===== src/rtl/cci_csr_rd_sched_pkg.sv =====
// Shared types for the CCI MMIO/CSR scheduler: CCI c0 Rx subset, read queue entry and FSM states.
package cci_csr_sched_pkg;

    typedef logic [8:0]  t_cci_tid;
    typedef logic [15:0] t_cci_mmioAddr;

    typedef struct packed {
        t_cci_mmioAddr address;
        logic [1:0]    length;
        logic          rsvd;
        t_cci_tid      tid;
    } t_cci_c0_ReqMmioHdr;

    typedef struct packed {
        t_cci_c0_ReqMmioHdr hdr;
        logic [511:0]       data;
        logic               mmioRdValid;
        logic               mmioWrValid;
    } t_if_cci_c0_Rx;

    typedef struct packed {
        t_cci_tid      tid;
        t_cci_mmioAddr addr;
        logic [3:0]    sel;
        logic          oor;
    } t_csr_rd_entry;

    typedef enum logic [1:0] {
        IDLE,
        ISSUE,
        WAIT,
        RESP
    } t_csr_sched_state;

    localparam logic [63:0] CSR_RD_FILL = 64'hFFFF_FFFF_FFFF_FFFF;

endpackage


===== src/rtl/cci_csr_rd_sched_if.sv =====
// Bundle of host-side MMIO and client-side CSR signals around the read scheduler.
interface cci_csr_rd_sched_if
    import cci_csr_sched_pkg::*;
#(
    parameter int N_CLIENTS = 4
);
    t_if_cci_c0_Rx           c0Rx;
    logic                    c2Tx_mmioRdValid;
    t_cci_tid                c2Tx_tid;
    logic [63:0]             c2Tx_data;
    logic [N_CLIENTS-1:0]    csr_wr_valid;
    t_cci_mmioAddr           csr_wr_addr;
    logic [63:0]             csr_wr_data;
    logic [N_CLIENTS-1:0]    csr_rd_req;
    t_cci_mmioAddr           csr_rd_addr;
    logic [N_CLIENTS-1:0]    csr_rd_rsp_valid;
    logic [N_CLIENTS*64-1:0] csr_rd_rsp_data;
    logic                    err_overflow;
    logic [15:0]             timeout_cnt;

    modport master (
        input  c0Rx, csr_rd_rsp_valid, csr_rd_rsp_data,
        output c2Tx_mmioRdValid, c2Tx_tid, c2Tx_data,
        output csr_wr_valid, csr_wr_addr, csr_wr_data,
        output csr_rd_req, csr_rd_addr, err_overflow, timeout_cnt
    );

    modport slave (
        output c0Rx, csr_rd_rsp_valid, csr_rd_rsp_data,
        input  c2Tx_mmioRdValid, c2Tx_tid, c2Tx_data,
        input  csr_wr_valid, csr_wr_addr, csr_wr_data,
        input  csr_rd_req, csr_rd_addr, err_overflow, timeout_cnt
    );

endinterface


===== src/rtl/cci_csr_rd_req_fifo.sv =====
// Registered FIFO of pending MMIO reads; push and pop may coincide even when full or empty.
module cci_csr_rd_req_fifo
    import cci_csr_sched_pkg::*;
#(
    parameter int DEPTH = 8
)(
    input  logic          clk,
    input  logic          reset,
    input  logic          push,
    input  t_csr_rd_entry push_data,
    input  logic          pop,
    output t_csr_rd_entry pop_data,
    output logic          full,
    output logic          empty
);

    localparam int PTR_W = (DEPTH > 1) ? $clog2(DEPTH) : 1;
    localparam logic [PTR_W:0] CNT_FULL = (PTR_W+1)'(DEPTH);

    t_csr_rd_entry    mem_q [DEPTH];
    logic [PTR_W-1:0] wr_ptr_q, wr_ptr_d;
    logic [PTR_W-1:0] rd_ptr_q, rd_ptr_d;
    logic [PTR_W:0]   cnt_q, cnt_d;
    logic             push_ok, pop_ok;

    assign full     = (cnt_q == CNT_FULL);
    assign empty    = (cnt_q == '0);
    assign pop_ok   = pop && !empty;
    // A full FIFO still takes a push when the head leaves in the same cycle.
    assign push_ok  = push && (!full || pop_ok);
    assign pop_data = mem_q[rd_ptr_q];

    always_comb begin
        wr_ptr_d = wr_ptr_q + PTR_W'(push_ok);
        rd_ptr_d = rd_ptr_q + PTR_W'(pop_ok);
        cnt_d    = cnt_q + (PTR_W+1)'(push_ok) - (PTR_W+1)'(pop_ok);
    end

    always_ff @(posedge clk or posedge reset) begin
        if (reset) begin
            wr_ptr_q <= '0;
            rd_ptr_q <= '0;
            cnt_q    <= '0;
        end else begin
            wr_ptr_q <= wr_ptr_d;
            rd_ptr_q <= rd_ptr_d;
            cnt_q    <= cnt_d;
        end
    end

    always_ff @(posedge clk) begin
        if (push_ok) begin
            mem_q[wr_ptr_q] <= push_data;
        end
    end

endmodule


===== src/rtl/cci_csr_rd_sched.sv =====
// Decodes host MMIO writes into client strobes and serialises MMIO reads to CSR clients,
// returning each reply (or an all-ones fill on timeout) on the c2 Tx response channel.
module cci_csr_rd_sched
    import cci_csr_sched_pkg::*;
#(
    parameter int N_CLIENTS      = 4,
    parameter int SEL_LSB        = 10,
    parameter int FIFO_DEPTH     = 8,
    parameter int TIMEOUT_CYCLES = 512
)(
    input logic                clk,
    input logic                reset,
    cci_csr_rd_sched_if.master bus
);

    localparam int SEL_W   = (N_CLIENTS > 1) ? $clog2(N_CLIENTS) : 1;
    localparam int TIMER_W = $clog2(TIMEOUT_CYCLES + 1);
    localparam logic [4:0]         N_CL       = 5'(N_CLIENTS);
    localparam logic [TIMER_W-1:0] TIMER_LAST = TIMER_W'(TIMEOUT_CYCLES - 1);

    function automatic logic [3:0] dec_sel(input t_cci_mmioAddr a);
        logic [3:0] s;
        s = '0;
        if (N_CLIENTS > 1) s[SEL_W-1:0] = a[SEL_LSB +: SEL_W];
        return s;
    endfunction

    function automatic logic [N_CLIENTS-1:0] sel_onehot(input logic [3:0] s);
        logic [N_CLIENTS-1:0] oh;
        oh = '0;
        for (int i = 0; i < N_CLIENTS; i++) oh[i] = (s == 4'(i));
        return oh;
    endfunction

    t_if_cci_c0_Rx c0;
    t_cci_mmioAddr rx_addr;
    logic [3:0]    rx_sel;
    logic          rx_oor;
    logic          unused_rx;

    assign c0        = bus.c0Rx;
    assign rx_addr   = c0.hdr.address;
    assign rx_sel    = dec_sel(rx_addr);
    assign rx_oor    = ({1'b0, rx_sel} >= N_CL);
    assign unused_rx = ^{c0.data[511:64], c0.hdr.length, c0.hdr.rsvd};

    // Write path: one registered stage, independent of the read machinery.
    logic [N_CLIENTS-1:0] wr_valid_q, wr_valid_d;
    t_cci_mmioAddr        wr_addr_q, wr_addr_d;
    logic [63:0]          wr_data_q, wr_data_d;

    always_comb begin
        wr_valid_d = '0;
        wr_addr_d  = wr_addr_q;
        wr_data_d  = wr_data_q;
        if (c0.mmioWrValid && !rx_oor) begin
            wr_valid_d = sel_onehot(rx_sel);
            wr_addr_d  = rx_addr;
            wr_data_d  = c0.data[63:0];
        end
    end

    always_ff @(posedge clk or posedge reset) begin
        if (reset) begin
            wr_valid_q <= '0;
            wr_addr_q  <= '0;
            wr_data_q  <= '0;
        end else begin
            wr_valid_q <= wr_valid_d;
            wr_addr_q  <= wr_addr_d;
            wr_data_q  <= wr_data_d;
        end
    end

    logic          fifo_push, fifo_pop, fifo_full, fifo_empty;
    t_csr_rd_entry push_entry, head;
    logic          err_q, err_d;

    assign fifo_push  = c0.mmioRdValid && !fifo_full;
    assign push_entry = '{tid: c0.hdr.tid, addr: rx_addr, sel: rx_sel, oor: rx_oor};
    assign err_d      = err_q || (c0.mmioRdValid && fifo_full);

    cci_csr_rd_req_fifo #(
        .DEPTH (FIFO_DEPTH)
    ) u_fifo (
        .clk       (clk),
        .reset     (reset),
        .push      (fifo_push),
        .push_data (push_entry),
        .pop       (fifo_pop),
        .pop_data  (head),
        .full      (fifo_full),
        .empty     (fifo_empty)
    );

    t_csr_sched_state     state_q, state_d;
    t_cci_tid             tid_q, tid_d;
    logic [3:0]           sel_q, sel_d;
    logic [N_CLIENTS-1:0] rd_req_q, rd_req_d;
    t_cci_mmioAddr        rd_addr_q, rd_addr_d;
    logic [TIMER_W-1:0]   timer_q, timer_d;
    logic                 c2_vld_q, c2_vld_d;
    t_cci_tid             c2_tid_q, c2_tid_d;
    logic [63:0]          c2_data_q, c2_data_d;
    logic [15:0]          tcnt_q, tcnt_d;
    logic                 rsp_hit;
    logic [63:0]          rsp_data_sel;

    // Only the client that owns the in-flight read may complete it.
    always_comb begin
        rsp_hit      = |(bus.csr_rd_rsp_valid & sel_onehot(sel_q));
        rsp_data_sel = '0;
        for (int i = 0; i < N_CLIENTS; i++) begin
            if (sel_q == 4'(i)) rsp_data_sel = bus.csr_rd_rsp_data[64*i +: 64];
        end
    end

    always_comb begin
        state_d   = state_q;
        fifo_pop  = 1'b0;
        tid_d     = tid_q;
        sel_d     = sel_q;
        rd_req_d  = '0;
        rd_addr_d = rd_addr_q;
        timer_d   = timer_q;
        c2_vld_d  = 1'b0;
        c2_tid_d  = c2_tid_q;
        c2_data_d = c2_data_q;
        tcnt_d    = tcnt_q;
        case (state_q)
            IDLE: begin
                if (!fifo_empty) begin
                    fifo_pop = 1'b1;
                    tid_d    = head.tid;
                    sel_d    = head.sel;
                    if (head.oor) begin
                        c2_vld_d  = 1'b1;
                        c2_tid_d  = head.tid;
                        c2_data_d = CSR_RD_FILL;
                        state_d   = RESP;
                    end else begin
                        rd_req_d  = sel_onehot(head.sel);
                        rd_addr_d = head.addr;
                        state_d   = ISSUE;
                    end
                end
            end
            ISSUE: state_d = WAIT;
            WAIT: begin
                if (rsp_hit) begin
                    c2_vld_d  = 1'b1;
                    c2_tid_d  = tid_q;
                    c2_data_d = rsp_data_sel;
                    state_d   = RESP;
                end else if (timer_q == TIMER_LAST) begin
                    c2_vld_d  = 1'b1;
                    c2_tid_d  = tid_q;
                    c2_data_d = CSR_RD_FILL;
                    if (tcnt_q != 16'hFFFF) tcnt_d = tcnt_q + 16'd1;
                    state_d   = RESP;
                end else begin
                    timer_d = timer_q + TIMER_W'(1);
                end
            end
            RESP: begin
                timer_d = '0;
                state_d = IDLE;
            end
            default: state_d = IDLE;
        endcase
    end

    always_ff @(posedge clk or posedge reset) begin
        if (reset) begin
            state_q   <= IDLE;
            tid_q     <= '0;
            sel_q     <= '0;
            rd_req_q  <= '0;
            rd_addr_q <= '0;
            timer_q   <= '0;
            c2_vld_q  <= 1'b0;
            c2_tid_q  <= '0;
            c2_data_q <= '0;
            tcnt_q    <= '0;
            err_q     <= 1'b0;
        end else begin
            state_q   <= state_d;
            tid_q     <= tid_d;
            sel_q     <= sel_d;
            rd_req_q  <= rd_req_d;
            rd_addr_q <= rd_addr_d;
            timer_q   <= timer_d;
            c2_vld_q  <= c2_vld_d;
            c2_tid_q  <= c2_tid_d;
            c2_data_q <= c2_data_d;
            tcnt_q    <= tcnt_d;
            err_q     <= err_d;
        end
    end

    assign bus.c2Tx_mmioRdValid = c2_vld_q;
    assign bus.c2Tx_tid         = c2_tid_q;
    assign bus.c2Tx_data        = c2_data_q;
    assign bus.csr_wr_valid     = wr_valid_q;
    assign bus.csr_wr_addr      = wr_addr_q;
    assign bus.csr_wr_data      = wr_data_q;
    assign bus.csr_rd_req       = rd_req_q;
    assign bus.csr_rd_addr      = rd_addr_q;
    assign bus.err_overflow     = err_q;
    assign bus.timeout_cnt      = tcnt_q;

endmodule

===== src/flat_wrapper.sv =====
// flat-port wrapper written by rule: the top's interface ports become plain ports
module cci_csr_rd_sched_flat import cci_csr_sched_pkg::*;
#(
    parameter int N_CLIENTS      = 4,
    parameter int SEL_LSB        = 10,
    parameter int FIFO_DEPTH     = 8,
    parameter int TIMEOUT_CYCLES = 512
)
  (clk, reset, bus_c0Rx, bus_csr_rd_rsp_valid, bus_csr_rd_rsp_data, bus_c2Tx_mmioRdValid, bus_c2Tx_tid, bus_c2Tx_data, bus_csr_wr_valid, bus_csr_wr_addr, bus_csr_wr_data, bus_csr_rd_req, bus_csr_rd_addr, bus_err_overflow, bus_timeout_cnt);
  cci_csr_rd_sched_if #(.N_CLIENTS(N_CLIENTS)) bus_i ();
  input logic clk;
  input logic reset;
  input wire logic [$bits(bus_i.c0Rx)-1:0] bus_c0Rx;
  input wire logic [$bits(bus_i.csr_rd_rsp_valid)-1:0] bus_csr_rd_rsp_valid;
  input wire logic [$bits(bus_i.csr_rd_rsp_data)-1:0] bus_csr_rd_rsp_data;
  output wire logic [$bits(bus_i.c2Tx_mmioRdValid)-1:0] bus_c2Tx_mmioRdValid;
  output wire logic [$bits(bus_i.c2Tx_tid)-1:0] bus_c2Tx_tid;
  output wire logic [$bits(bus_i.c2Tx_data)-1:0] bus_c2Tx_data;
  output wire logic [$bits(bus_i.csr_wr_valid)-1:0] bus_csr_wr_valid;
  output wire logic [$bits(bus_i.csr_wr_addr)-1:0] bus_csr_wr_addr;
  output wire logic [$bits(bus_i.csr_wr_data)-1:0] bus_csr_wr_data;
  output wire logic [$bits(bus_i.csr_rd_req)-1:0] bus_csr_rd_req;
  output wire logic [$bits(bus_i.csr_rd_addr)-1:0] bus_csr_rd_addr;
  output wire logic [$bits(bus_i.err_overflow)-1:0] bus_err_overflow;
  output wire logic [$bits(bus_i.timeout_cnt)-1:0] bus_timeout_cnt;
  assign bus_i.c0Rx = bus_c0Rx;
  assign bus_i.csr_rd_rsp_valid = bus_csr_rd_rsp_valid;
  assign bus_i.csr_rd_rsp_data = bus_csr_rd_rsp_data;
  assign bus_c2Tx_mmioRdValid = bus_i.c2Tx_mmioRdValid;
  assign bus_c2Tx_tid = bus_i.c2Tx_tid;
  assign bus_c2Tx_data = bus_i.c2Tx_data;
  assign bus_csr_wr_valid = bus_i.csr_wr_valid;
  assign bus_csr_wr_addr = bus_i.csr_wr_addr;
  assign bus_csr_wr_data = bus_i.csr_wr_data;
  assign bus_csr_rd_req = bus_i.csr_rd_req;
  assign bus_csr_rd_addr = bus_i.csr_rd_addr;
  assign bus_err_overflow = bus_i.err_overflow;
  assign bus_timeout_cnt = bus_i.timeout_cnt;
  cci_csr_rd_sched #(.N_CLIENTS(N_CLIENTS), .SEL_LSB(SEL_LSB), .FIFO_DEPTH(FIFO_DEPTH), .TIMEOUT_CYCLES(TIMEOUT_CYCLES)) u_core (.clk(clk), .reset(reset), .bus(bus_i));
endmodule

===== config.mk =====
export PLATFORM = sky130hd
export DESIGN_NAME = cci_csr_rd_sched_flat
export DESIGN_NICKNAME = d
export VERILOG_FILES = /design/src/rtl/cci_csr_rd_sched_pkg.sv /design/src/rtl/cci_csr_rd_sched_if.sv /design/src/rtl/cci_csr_rd_req_fifo.sv /design/src/rtl/cci_csr_rd_sched.sv /design/src/flat_wrapper.sv
export SDC_FILE = /design/constraint.sdc
export NUM_CORES = 1
export LEC_CHECK = 0
export BUFFER_PORTS_ARGS = -buffer_cell sky130_fd_sc_hd__buf_2
export CORE_AREA = 2 2 388 390
export CTS_CLUSTER_DIAMETER = 120
export CTS_CLUSTER_SIZE = 30
export DETAILED_ROUTE_END_ITERATION = 12
export DIE_AREA = 0 0 390 392
export PLACE_DENSITY = 0.44
export SKIP_CTS_REPAIR_TIMING = 1
export SLEW_MARGIN = 5
export SYNTH_ARGS = -nofsm -noshare
export SYNTH_HDL_FRONTEND = slang
export SYNTH_HIERARCHICAL = 1
export SYNTH_SLANG_ARGS = --single-unit

===== constraint.sdc =====
create_clock -name clk -period 7.4 [get_ports clk]
set_input_delay 1.48 -clock clk [delete_from_list [all_inputs] [get_ports clk]]
set_output_delay 1.48 -clock clk [all_outputs]
set_load 0.03 [all_outputs]

==> results of run 1 <==
[registers in the layout, summed over array words and instances, names as in the netlist]
signal	flops
u_core/bus.csr_wr_addr	16
u_core/bus.timeout_cnt	16
u_core/u_fifo/rd_ptr_q	3
u_core/u_fifo/cnt_q	4
u_core/bus.csr_rd_addr	16
u_core/bus.csr_wr_valid	4
u_core/state_q	2
u_core/bus.c2Tx_data	64
u_core/sel_q	4
u_core/bus.c2Tx_mmioRdValid	1
u_core/bus.err_overflow	1
u_core/bus.csr_wr_data	64
u_core/u_fifo/mem_q	240
u_core/bus.c2Tx_tid	9
u_core/tid_q	9
u_core/bus.csr_rd_req	4
u_core/u_fifo/wr_ptr_q	3
u_core/timer_q	10
[layer usage]
| layer | GRT usage [%] | routed length [um] | vias up |
|---|---|---|---|
| met5 | 0 | 210 | - |
| met4 | 2.32 | 2040 | 34 |
| met3 | 3.62 | 7150 | 101 |
| met2 | 12.8 | 29800 | 490 |
| met1 | 12.9 | 33900 | 6557 |
| li1 | - | - | 5794 |
[through the flow]
| stage | util, % | total power, mW | setup slack (ns) | area, um^2 | instances |
|---|---|---|---|---|---|
| floorplan | - | 6.37 | 1.80 | 20300 | 1245 |
| global placement | 17.1 | 7.74 | 3.68 | 25500 | 3693 |
| detailed placement | 17.1 | 7.75 | 3.71 | 25500 | 3693 |
| CTS | 17.6 | 9.45 | 3.78 | 26300 | 3735 |
| global route | 17.6 | 9.82 | 3.52 | 26300 | 3736 |
| finish | 17.7 | 9.25 | 3.81 | 26300 | 3740 |
[worst register-to-register path: cells and delay by family, from the launching register on]
family / cells / cell delay [ns]
DFF: 1 / 1.19
AOI/OAI and AO/OA: 3 / 0.91
and+or+nand+nor: 2 / 0.74
buffers and inverters: 1 / 0.68
[cell families after synthesis]
logic type | synth area share (%)
flip-flops | 64.0
AND/OR/NAND/NOR | 5.41
other | 0.0185
multiplexers | 23.3
AO/OA/AOI/OAI | 3.45
XOR/XNOR | 0.692
adder cells (fa/ha/maj) | 0.964
buffers and inverters | 2.09
[power by group]
group          total [mW]  internal [mW]  switching, mW
sequential           3.79           3.34          0.445
combinational        3.83           1.52           2.31
clock                1.63          0.666          0.966
total                9.25           5.53           3.72
[worst max path at each step]
stage                     from                    endpoint  slack (ns)  cells past startpoint
2_1_floorplan      bus_c0Rx[1]   u_core/u_fifo/mem_q[2][0]        1.80                      3
3_3_place_gp       bus_c0Rx[1]  u_core/u_fifo/mem_q[3][17]        3.68                      6
3_5_place_dp       bus_c0Rx[1]  u_core/u_fifo/mem_q[3][17]        3.71                      6
4_1_cts        u_core/sel_q[1]    u_core/bus.c2Tx_data[48]        3.78                      6
5_1_grt        u_core/sel_q[1]     u_core/bus.c2Tx_data[5]        3.52                      6
6_report       u_core/sel_q[1]     u_core/bus.c2Tx_data[9]        3.81                      6
[layout make-up]
class,count,area (um^2),area share [%]
timing repair buffer,574,2960,11.2
sequential,470,13000,49.4
tap,1944,2430,9.25
inverter,19,75.1,0.286
clock buffer,31,606,2.30
antenna,5,12.5,0.0476
clock inverter,11,210,0.800
multi-input combinational,686,7020,26.7
[layout by cell type, fill, tap and decap left out, types with 4 or more instances in the layout]
master                      count
sky130_fd_sc_hd__nor3_1         7
sky130_fd_sc_hd__and3_1         5
sky130_fd_sc_hd__xor2_1        11
sky130_fd_sc_hd__nor2_1        83
sky130_fd_sc_hd__buf_4         27
sky130_fd_sc_hd__edfxtp_1     240
sky130_fd_sc_hd__nand2_1       85
sky130_fd_sc_hd__mux4_1        60
sky130_fd_sc_hd__nand4_1        4
sky130_fd_sc_hd__conb_1        24
sky130_fd_sc_hd__a31oi_1        6
sky130_fd_sc_hd__diode_2        5
sky130_fd_sc_hd__clkbuf_1       8
sky130_fd_sc_hd__a21oi_1       79
sky130_fd_sc_hd__o31ai_1        6
sky130_fd_sc_hd__buf_2        546
sky130_fd_sc_hd__nand3_1        8
sky130_fd_sc_hd__mux4_2        64
sky130_fd_sc_hd__mux2i_1       13
sky130_fd_sc_hd__nor4b_2        4
sky130_fd_sc_hd__ha_1          14
sky130_fd_sc_hd__xnor2_1        5
sky130_fd_sc_hd__clkbuf_16     23
sky130_fd_sc_hd__dfrtp_1      225
sky130_fd_sc_hd__o21ai_0        8
sky130_fd_sc_hd__mux2_2       140
sky130_fd_sc_hd__inv_1         18
==> metrics, run 1 <==
category of the worst setup path launch point=register; unrepaired setup endpoints after global routing=no; GRT overflow=0; count of flip-flops with a built-in enable after synthesis=240; Clk Latency, worst-skew pair=0.64 ns; core outline area=149000 um^2; post-synthesis sequential area ratio=64.0%; number of clock sinks seen by CTS=470; Setup violations, final=0; first-pass detailed-route iteration total=5; DRC Markers=0; TritonCTS clock tree=yes; endpoint kind of the worst setup timing path=register; highest-delay cell along the critical path=sky130_fd_sc_hd__dfrtp_4; total number of yosys warnings=6; fraction of registers with async set or reset after synthesis=48.9%; Avg Inst Size Synth=16.6 um^2; Peak supply drop=207 uV; overall track demand over capacity in global routing=9.13%; arrival time at the worst endpoint=4.14 ns; final HPWL from detailed placement=54.8 mm; fraction of layout instances using a drive strength above 1=47.1%; most frequent cells after synthesis=sky130_fd_sc_hd__edfxtp_1, sky130_fd_sc_hd__dfrtp_1, sky130_fd_sc_hd__mux2_2, sky130_fd_sc_hd__nor2_1, sky130_fd_sc_hd__nand2_1; Worst Hold Slack=0.472 ns; Most used DFF post-synth=sky130_fd_sc_hd__edfxtp_1; worst r2r src=u_core/sel_q[1]; R2R Setup Slk=3.81 ns; cell breakdown of the critical path=or3b_1 -> o221a_2 -> a21oi_4 -> buf_4 -> nor2_1 -> a21oi_1; hold violation count in the final report=0; I/O Buffers=547; depth of the most critical reg-to-reg path=6; Filler cells=16311; first-pass GRT wire length=100 mm; root buffer cell=sky130_fd_sc_hd__clkbuf_16; via count normalized by instance count=3.47; dominant delay contributor by cell family on the critical path=flip-flops; fraction of post-synthesis cell area in the top cell type by area=35.6%; maximum frequency from static timing analysis=279 MHz; maximum fanout along the worst path=67; worst hold start=u_core/bus.err_overflow; Pins Over Slew Limit=0; Static Leak=10.0 nW; critical path buffer and inverter count=1; synth unique cells=62; synthesized flop and latch total=470; final critical-path share of the clock period=48.5%; required time at the endpoint of the critical path=7.95 ns; largest area contributor in the netlist=sky130_fd_sc_hd__edfxtp_1; Die W=390 um; Power Density=352 nW/um^2; worst slew margin relative to its limit=19.6%; number of clock buffers inserted by TritonCTS=23; Final Wtd Congestion=0.805; drt total wl=73.1 mm; Worst-Margin Slew=1.21 ns; maximum clock path buffer count=3; Post-Synthesis Cell Area=20200 um^2; die boundary height=392 um; count of H-tree levels built during CTS=1; worst-case hold path end point=u_core/bus.err_overflow; boundary pin count=999; nets=2593; most common cell in the netlist=sky130_fd_sc_hd__edfxtp_1; number of antenna violations at the first check in global routing=45; starting utilization of the core area=13.6%; dominant cells by area after synthesis=sky130_fd_sc_hd__edfxtp_1, sky130_fd_sc_hd__dfrtp_1, sky130_fd_sc_hd__mux4_1; via count of the first global-routing pass=13237; Cell Rows=142; status=finished, final reports clean; worst setup skew after layout=0.0409 ns; detailed-route wire length per cell=19.6 um; worst hold stages=1; class of the tightest hold or removal check=register to register; synthesis-to-finish area growth=29.9%; max-cap check violation count=0; largest net degree at the start of global routing=104; post-CTS clock slew at the launch and capture registers of the worst setup and hold paths=0.12 ns; peak per-stage delay on the critical path=1.19 ns; sum of negative setup slack=0 ns; area of the die=153000 um^2; kind of critical path=register to register; minimum period implied by the final worst setup slack=3.59 ns; total number of vias=12976; terminus of the critical flop-to-flop path=u_core/bus.c2Tx_data[9]; count of antenna-violating nets left after detailed routing=0; cell count after synthesis=1222; number of violations reported at the end of detailed-routing iteration 0=717
No activity file was read; power rests on OpenSTA's default activity.
==> inputs of run 2 (changes only) <==
- ABC_AREA: unset -> 1
- CORE_AREA: 2 2 388 390 -> 2 2 392 394
- DIE_AREA: 0 0 390 392 -> 0 0 394 396
- PLACE_DENSITY: 0.44 -> 0.45
- clock period: 7.4 -> 3.27 ns (I/O delays scaled with it)
==> run 2 against run 1 <==
Clock power rose by 130%; area after synthesis grew 13%; highest routed layer unchanged; largest cell class unchanged; critical endpoint is now u_core/u_fifo/mem_q[7][25]; global-route usage increased by 2.7 points; first-iteration DRC count is 75% higher.
==> metrics, run 2 <==
post-CTS clock slew at the launch and capture registers of the worst setup and hold paths=0.12 ns (about the same); count of flip-flops with a built-in enable after synthesis=240 (unchanged); max reg flops=240 (unchanged); number of clock sinks seen by CTS=470 (unchanged); cell count after synthesis=2571 (was 1222); first-pass detailed-route iteration total=5 (unchanged); leading cell type in the layout, fill and taps excluded=sky130_fd_sc_hd__nand2_1 (was sky130_fd_sc_hd__buf_2); Pins Over Slew Limit=0 (unchanged); dominant delay contributor by cell family on the critical path=buffers and inverters (was flip-flops); global-route track usage on met1=14.3% (was 12.9%); dominant cells by area after synthesis=sky130_fd_sc_hd__edfxtp_1, sky130_fd_sc_hd__dfrtp_1, sky130_fd_sc_hd__nand2_1 (was sky130_fd_sc_hd__edfxtp_1, sky130_fd_sc_hd__dfrtp_1, sky130_fd_sc_hd__mux4_1); worst r2r src=u_core/state_q[0] (was u_core/sel_q[1]); largest family of logic cells by synthesized area=simple AND/OR/NAND/NOR gates (was multiplexers); Worst Hold Slack=0.0391 ns (was 0.472 ns); largest net degree at the start of global routing=76 (was 104); most frequent cells in the layout=sky130_fd_sc_hd__nand2_1, sky130_fd_sc_hd__buf_2, sky130_fd_sc_hd__nand3_1 (was sky130_fd_sc_hd__buf_2, sky130_fd_sc_hd__edfxtp_1, sky130_fd_sc_hd__dfrtp_1); via count normalized by instance count=3.75 (was 3.47); number of violations reported at the end of detailed-routing iteration 0=1258 (was 717); synthesized flop and latch total=470 (unchanged); area of the die=156000 um^2 (was 153000 um^2); post-layout power=25.2 mW (was 9.25 mW); total number of yosys warnings=6 (unchanged); boundary pin count=999 (unchanged); Peak supply drop=576 uV (was 207 uV); Post-Synth Simple-Gate Area=27.0% (was 5.41%); maximum clock path buffer count=3 (unchanged); terminus of the critical flop-to-flop path=u_core/u_fifo/mem_q[7][25] (was u_core/bus.c2Tx_data[9]); endpoint kind of the worst setup timing path=register (unchanged); global routing's busiest layer=met2 (was met1); category of the worst setup path launch point=register (unchanged); GRT overflow=0 (unchanged); most common cell in the netlist=sky130_fd_sc_hd__nand2_1 (was sky130_fd_sc_hd__edfxtp_1); Most used DFF post-synth=sky130_fd_sc_hd__edfxtp_1 (unchanged); synth unique cells=38 (was 62); Worst-Margin Slew=0.817 ns (was 1.21 ns); synthesis-to-finish area growth=27.9% (was 29.9%); worst setup skew after layout=0.0505 ns (was 0.0409 ns); via count of the first global-routing pass=18961 (was 13237); Avg Inst Size Synth=8.93 um^2 (was 16.6 um^2); arrival time at the worst endpoint=2.97 ns (was 4.14 ns); minimum period implied by the final worst setup slack=2.66 ns (was 3.59 ns); fraction of the mapped netlist area in compound gates=0.773% (was 3.45%); most frequent cell on the critical path=sky130_fd_sc_hd__nand2_1; nets=3916 (was 2593); cell breakdown of the critical path=inv_1 -> ha_1 -> inv_1 -> nor2_1 -> nand2_1 -> nand2_1 -> nand2_1 -> buf_4 -> nor2_4 -> buf_4 (was or3b_1 -> o221a_2 -> a21oi_4 -> buf_4 -> nor2_1 -> a21oi_1); kind of critical path=register to register (unchanged); root buffer cell=sky130_fd_sc_hd__clkbuf_16 (unchanged); depth of the most critical reg-to-reg path=10 (was 6); starting utilization of the core area=15.2% (was 13.6%); number of clock buffers inserted by TritonCTS=24 (was 23); highest-delay cell along the critical path=sky130_fd_sc_hd__dfrtp_1 (was sky130_fd_sc_hd__dfrtp_4); worst slew margin relative to its limit=45.4% (was 19.6%); drt total wl=95.2 mm (was 73.1 mm); I/O Buffers=547 (unchanged); fraction of layout instances using a drive strength above 1=25.7% (was 47.1%); core outline area=152000 um^2 (was 149000 um^2); Static Leak=13.8 nW (was 10.0 nW); post-synthesis sequential area ratio=56.4% (was 64.0%); max-cap check violation count=0 (unchanged); Setup violations, final=0 (unchanged); hold violation count in the final report=0 (unchanged); count of H-tree levels built during CTS=1 (unchanged); fraction of post-synthesis cell area in the top cell type by area=31.4% (was 35.6%); DRC Markers=0 (unchanged); Clk Latency, worst-skew pair=0.65 ns (was 0.64 ns); critical path buffer and inverter count=4 (was 1); largest area contributor in the netlist=sky130_fd_sc_hd__edfxtp_1 (unchanged); R2R Setup Slk=0.61 ns (was 3.81 ns); Power Density=858 nW/um^2 (was 352 nW/um^2); unrepaired setup endpoints after global routing=no (unchanged); most frequent cells after synthesis=sky130_fd_sc_hd__nand2_1, sky130_fd_sc_hd__nand3_1, sky130_fd_sc_hd__inv_1, sky130_fd_sc_hd__edfxtp_1, sky130_fd_sc_hd__dfrtp_1 (was sky130_fd_sc_hd__edfxtp_1, sky130_fd_sc_hd__dfrtp_1, sky130_fd_sc_hd__mux2_2, sky130_fd_sc_hd__nor2_1, sky130_fd_sc_hd__nand2_1); Final Wtd Congestion=0.949 (was 0.805); class of the tightest hold or removal check=primary input to asynchronous set/reset pin (was register to register); number of antenna violations at the first check in global routing=31 (was 45); post-synthesis share of cell area spent on xor and xnor gates=0.763% (was 0.692%); maximum frequency from static timing analysis=376 MHz (was 279 MHz); global-route track usage on met2=19.8% (was 12.8%); peak per-stage delay on the critical path=0.41 ns (was 1.19 ns); final HPWL from detailed placement=70.1 mm (was 54.8 mm); met3 usage=2.99% (was 3.62%); TritonCTS clock tree=yes (unchanged); first-pass GRT wire length=137 mm (was 100 mm); adder and majority gate portion of the synthesized area=0.850% (was 0.964%); status=finished, final reports clean (unchanged); final critical-path share of the clock period=81.2% (was 48.5%); fraction of registers with async set or reset after synthesis=48.9% (unchanged); setup ws final=0.614 ns (was 3.81 ns); Post-Synthesis Cell Area=23000 um^2 (was 20200 um^2); die boundary height=396 um (was 392 um); count of antenna-violating nets left after detailed routing=0 (unchanged); detailed-route wire length per cell=18.5 um (was 19.6 um); total number of vias=19350 (was 12976); maximum fanout along the worst path=17 (was 67); register ranked first by flip-flop count=u_core/u_fifo/mem_q (unchanged); Cell Rows=143 (was 142); required time at the endpoint of the critical path=3.59 ns (was 7.95 ns); post-synthesis mux area share=4.66% (was 23.3%); worst slack at placement=0.553 ns (was 3.71 ns); Die W=394 um (was 390 um); overall track demand over capacity in global routing=11.8% (was 9.13%)
run 2: where the power goes:
group          switching, mW  internal [mW]
Combinational           9.27           3.84
Sequential             0.646           7.64
Clock                   2.30           1.51
Total                   12.2           13.0
run 2: worst register-to-register path: cells and delay by family, from the launching register on:
family        cells  cell delay [ns]
buf+inv           4             0.81
simple gates      5             0.74
flops             1             0.41
fa+ha+maj         1             0.39
run 2: layer usage:
layer / up-vias / routed length [um]
li1: 9333 / -
met1: 9185 / 39300
met2: 677 / 44800
met3: 131 / 6420
met4: 24 / 4460
met5: - / 157
run 2: cells by family (layout without fill, tap and decap cells):
kind of cell / Yosys count / in the layout
AOI/OAI and AO/OA: 34 / 34
xor gates and xnor gates: 20 / 20
adders and majority gates: 15 / 15
buffers and inverters: 523 / 1044
DFF: 470 / 470
muxes: 95 / 95
other: 1 / 35
and+or+nand+nor: 1413 / 1413
run 2: area by class of cell:
| type | instances | area (um^2) |
|---|---|---|
| well taps | 2030 | 2540 |
| inverters | 364 | 1370 |
| clock buffers | 33 | 634 |
| fillers | 17057 | 122000 |
| flip-flops and latches | 470 | 13000 |
| diodes | 11 | 27.5 |
| clock inverters | 11 | 206 |
| repair buffers | 636 | 3610 |
| multi-input cells | 1601 | 8030 |
run 2: through the flow:
stage	utilization (%)	std cells	area (um^2)	TNS [ns]
floorplan	-	2594	23100	-55.46
global placement	18.8	5101	28500	0
detailed placement	18.8	5101	28500	0
CTS	19.4	5145	29400	0
global route	19.4	5153	29400	0
finish	19.4	5156	29400	0
run 2: worst max-delay path by stage:
stage	slack (ns)	cells after the start	startpoint	end
final	0.61	10	u_core/state_q[0]	u_core/u_fifo/mem_q[7][25]
after global routing	0.42	10	u_core/state_q[0]	u_core/u_fifo/mem_q[7][25]
after CTS	0.56	10	u_core/state_q[0]	u_core/u_fifo/mem_q[7][25]
after detailed placement	0.55	10	u_core/state_q[0]	u_core/u_fifo/mem_q[7][27]
after global placement	0.58	10	u_core/state_q[0]	u_core/u_fifo/mem_q[7][27]
after floorplan	-0.25	1	reset	u_core/bus.c2Tx_data[0]
==> inputs of run 3 (changes only) <==
- CORE_AREA: 2 2 392 394 -> 2 2 395 397
- DIE_AREA: 0 0 394 396 -> 0 0 397 399
- PLACE_DENSITY: 0.45 -> 0.44
- clock period: 3.27 -> 2.7 ns (I/O delays scaled with it)
==> run 3 against run 2 <==
Register-to-register slack worse by 0.41 ns; non-clock buffer count is 25 higher; worst hold slack improved by 0.074 ns; final cell count grew 0.74%; critical path depth shrank 2; die area up 1.5%; combinational power increased by 24%; wire length fell by 2.7%; clock power is 27% higher; sequential share of layout area fell by 0.74 points; largest cell class unchanged; largest power group unchanged.
==> metrics, run 3 (same netlist as run 2, synthesis figures left out) <==
first-pass detailed-route iteration total=6 (was 5); via count of the first global-routing pass=18391 (was 18961); starting utilization of the core area=14.9% (was 15.2%); worst hold start=bus_c0Rx[4]; number of violations reported at the end of detailed-routing iteration 0=1363 (was 1258); Worst Hold Slack=0.114 ns (was 0.0391 ns); DRC Markers=0 (unchanged); share of the core filled with cells=19.4% (about the same); synthesis-to-finish area growth=30.1% (was 27.9%); largest net degree at the start of global routing=86 (was 76); Power Internal=16.2 mW (was 13.0 mW); total number of vias=19448 (was 19350); number of clock buffers inserted by TritonCTS=25 (was 24); post-layout power=31.2 mW (was 25.2 mW); Clk network pwr share=15.6% (was 15.1%); unrepaired setup endpoints after global routing=no (unchanged); worst hold stages=2; Cell Rows=144 (was 143); kind of critical path=register to register (unchanged); maximum clock path buffer count=3 (unchanged); Post-Place Cells=5139 (was 5101); maximum fanout along the worst path=17 (unchanged); worst slew margin relative to its limit=21.4% (was 45.4%); TritonCTS clock tree=yes (unchanged); final critical-path share of the clock period=92.3% (was 81.2%); max-cap check violation count=0 (unchanged); Pins Over Slew Limit=0 (unchanged); switching fraction of total power=48.0% (was 48.5%); detailed-route wire length per cell=17.8 um (was 18.5 um); number of antenna violations at the first check in global routing=18 (was 31); count of antenna-violating nets left after detailed routing=0 (unchanged); category of the worst setup path launch point=register (unchanged); minimum period implied by the final worst setup slack=2.49 ns (was 2.66 ns); Clk Latency, worst-skew pair=0.66 ns (was 0.65 ns); Setup violations, final=0 (unchanged); count of placed standard cells in the final layout, fillers left out=5194 (was 5156); via count normalized by instance count=3.74 (was 3.75); post-CTS clock slew at the launch and capture registers of the worst setup and hold paths=0.12 ns (about the same); peak per-stage delay on the critical path=0.88 ns (was 0.41 ns); drt total wl=92.6 mm (was 95.2 mm); terminus of the critical flop-to-flop path=u_core/bus.timeout_cnt[0] (was u_core/u_fifo/mem_q[7][25]); maximum frequency from static timing analysis=401 MHz (was 376 MHz); final HPWL from detailed placement=67.2 mm (was 70.1 mm); class of the tightest hold or removal check=primary input to register (was primary input to asynchronous set/reset pin); Power Density=1040 nW/um^2 (was 858 nW/um^2); count of H-tree levels built during CTS=1 (unchanged); GRT overflow=0 (unchanged); highest-delay cell along the critical path=sky130_fd_sc_hd__nor2_1 (was sky130_fd_sc_hd__dfrtp_1); boundary pin count=999 (unchanged); most frequent cell on the critical path=sky130_fd_sc_hd__nor2_1 (was sky130_fd_sc_hd__nand2_1); leading cell type in the layout, fill and taps excluded=sky130_fd_sc_hd__nand2_1 (unchanged); root buffer cell=sky130_fd_sc_hd__clkbuf_16 (unchanged); Finished Cell Area=29900 um^2 (was 29400 um^2); net switching power=15.0 mW (was 12.2 mW); endpoint kind of the worst setup timing path=register (unchanged); Die W=397 um (was 394 um); required time at the endpoint of the critical path=3.23 ns (was 3.59 ns); post-placement cell area=28900 um^2 (was 28500 um^2); depth of the most critical reg-to-reg path=8 (was 10); critical path buffer and inverter count=1 (was 4); fraction of layout instances using a drive strength above 1=26.3% (was 25.7%); most frequent cells in the layout=sky130_fd_sc_hd__nand2_1, sky130_fd_sc_hd__buf_2, sky130_fd_sc_hd__nand3_1 (unchanged); register ranked first by flip-flop count=u_core/u_fifo/mem_q (unchanged); max reg flops=240 (unchanged); I/O Buffers=547 (unchanged); R2R Setup Slk=0.21 ns (was 0.61 ns); nets=3942 (was 3916); overall track demand over capacity in global routing=11.1% (was 11.8%); first-pass GRT wire length=131 mm (was 137 mm); core outline area=154000 um^2 (was 152000 um^2); die boundary height=399 um (was 396 um); arrival time at the worst endpoint=3.03 ns (was 2.97 ns); hold violation count in the final report=0 (unchanged); worst setup skew after layout=0.0267 ns (was 0.0505 ns); Static Leak=14.0 nW (was 13.8 nW); status=finished, final reports clean (unchanged); Peak supply drop=791 uV (was 576 uV); number of clock sinks seen by CTS=470 (unchanged); Worst-Margin Slew=1.17 ns (was 0.817 ns); dominant delay contributor by cell family on the critical path=simple AND/OR/NAND/NOR gates (was buffers and inverters); relative contribution of sequential cells to total power=32.2% (was 32.9%); share of total power in combinational logic=52.3% (was 52.0%); cell breakdown of the critical path=ha_1 -> inv_1 -> nor2_1 -> nand2_1 -> nor2_1 -> nor2_1 -> nand2_4 -> xnor2_1 (was inv_1 -> ha_1 -> inv_1 -> nor2_1 -> nand2_1 -> nand2_1 -> nand2_1 -> buf_4 -> nor2_4 -> buf_4); area of the die=158000 um^2 (was 156000 um^2); worst-case hold path end point=u_core/bus.csr_wr_data[2]; Final Wtd Congestion=0.872 (was 0.949); worst r2r src=u_core/bus.timeout_cnt[0] (was u_core/state_q[0])
run 3: cell type report:
type,count,area (um^2)
fill,17181,124000
sequential,470,13000
multi-input combinational,1601,8030
timing repair buffer,661,4020
tap,2044,2560
inverter,364,1370
clock buffer,33,656
clock inverter,13,262
antenna,8,20.0
run 3: how the worst max path moves through the flow:
stage	startpoint	endpoint	slack [ns]	cells past startpoint
global placement	u_core/bus.timeout_cnt[0]	u_core/bus.timeout_cnt[0]	0.22	8
finish	u_core/bus.timeout_cnt[0]	u_core/bus.timeout_cnt[0]	0.21	8
global route	u_core/bus.timeout_cnt[0]	u_core/bus.timeout_cnt[4]	0.01	9
CTS	u_core/u_fifo/cnt_q[2]	u_core/u_fifo/cnt_q[1]	0.21	10
detailed placement	u_core/u_fifo/cnt_q[2]	u_core/u_fifo/cnt_q[2]	0.23	11
floorplan	reset	u_core/bus.c2Tx_data[0]	-0.71	1
run 3: per-layer routing:
| metal | wire length (um) | track usage (%) |
|---|---|---|
| met2 | 43400 | 18.8 |
| met5 | 103 | 0 |
| met4 | 4340 | 4.43 |
| met1 | 38100 | 13.5 |
| met3 | 6730 | 2.83 |
run 3: power by group through the flow:
stage | registers [mW] | clock network [mW] | logic (mW)
finish | 10.0 | 4.85 | 16.3
global route | 10.2 | 5.33 | 18.0
CTS | 10.0 | 5.15 | 16.5
detailed placement | 10.2 | 0 | 16.5
global placement | 10.1 | 0 | 16.5
floorplan | 11.6 | 0 | 8.70
run 3: metrics by stage:
stage          setup slack (ns)  setup TNS, ns
2_1_floorplan            -0.708        -155.78
3_3_place_gp              0.216              0
3_5_place_dp              0.232              0
4_1_cts                   0.209              0
5_1_grt                  0.0114              0
6_report                  0.208              0
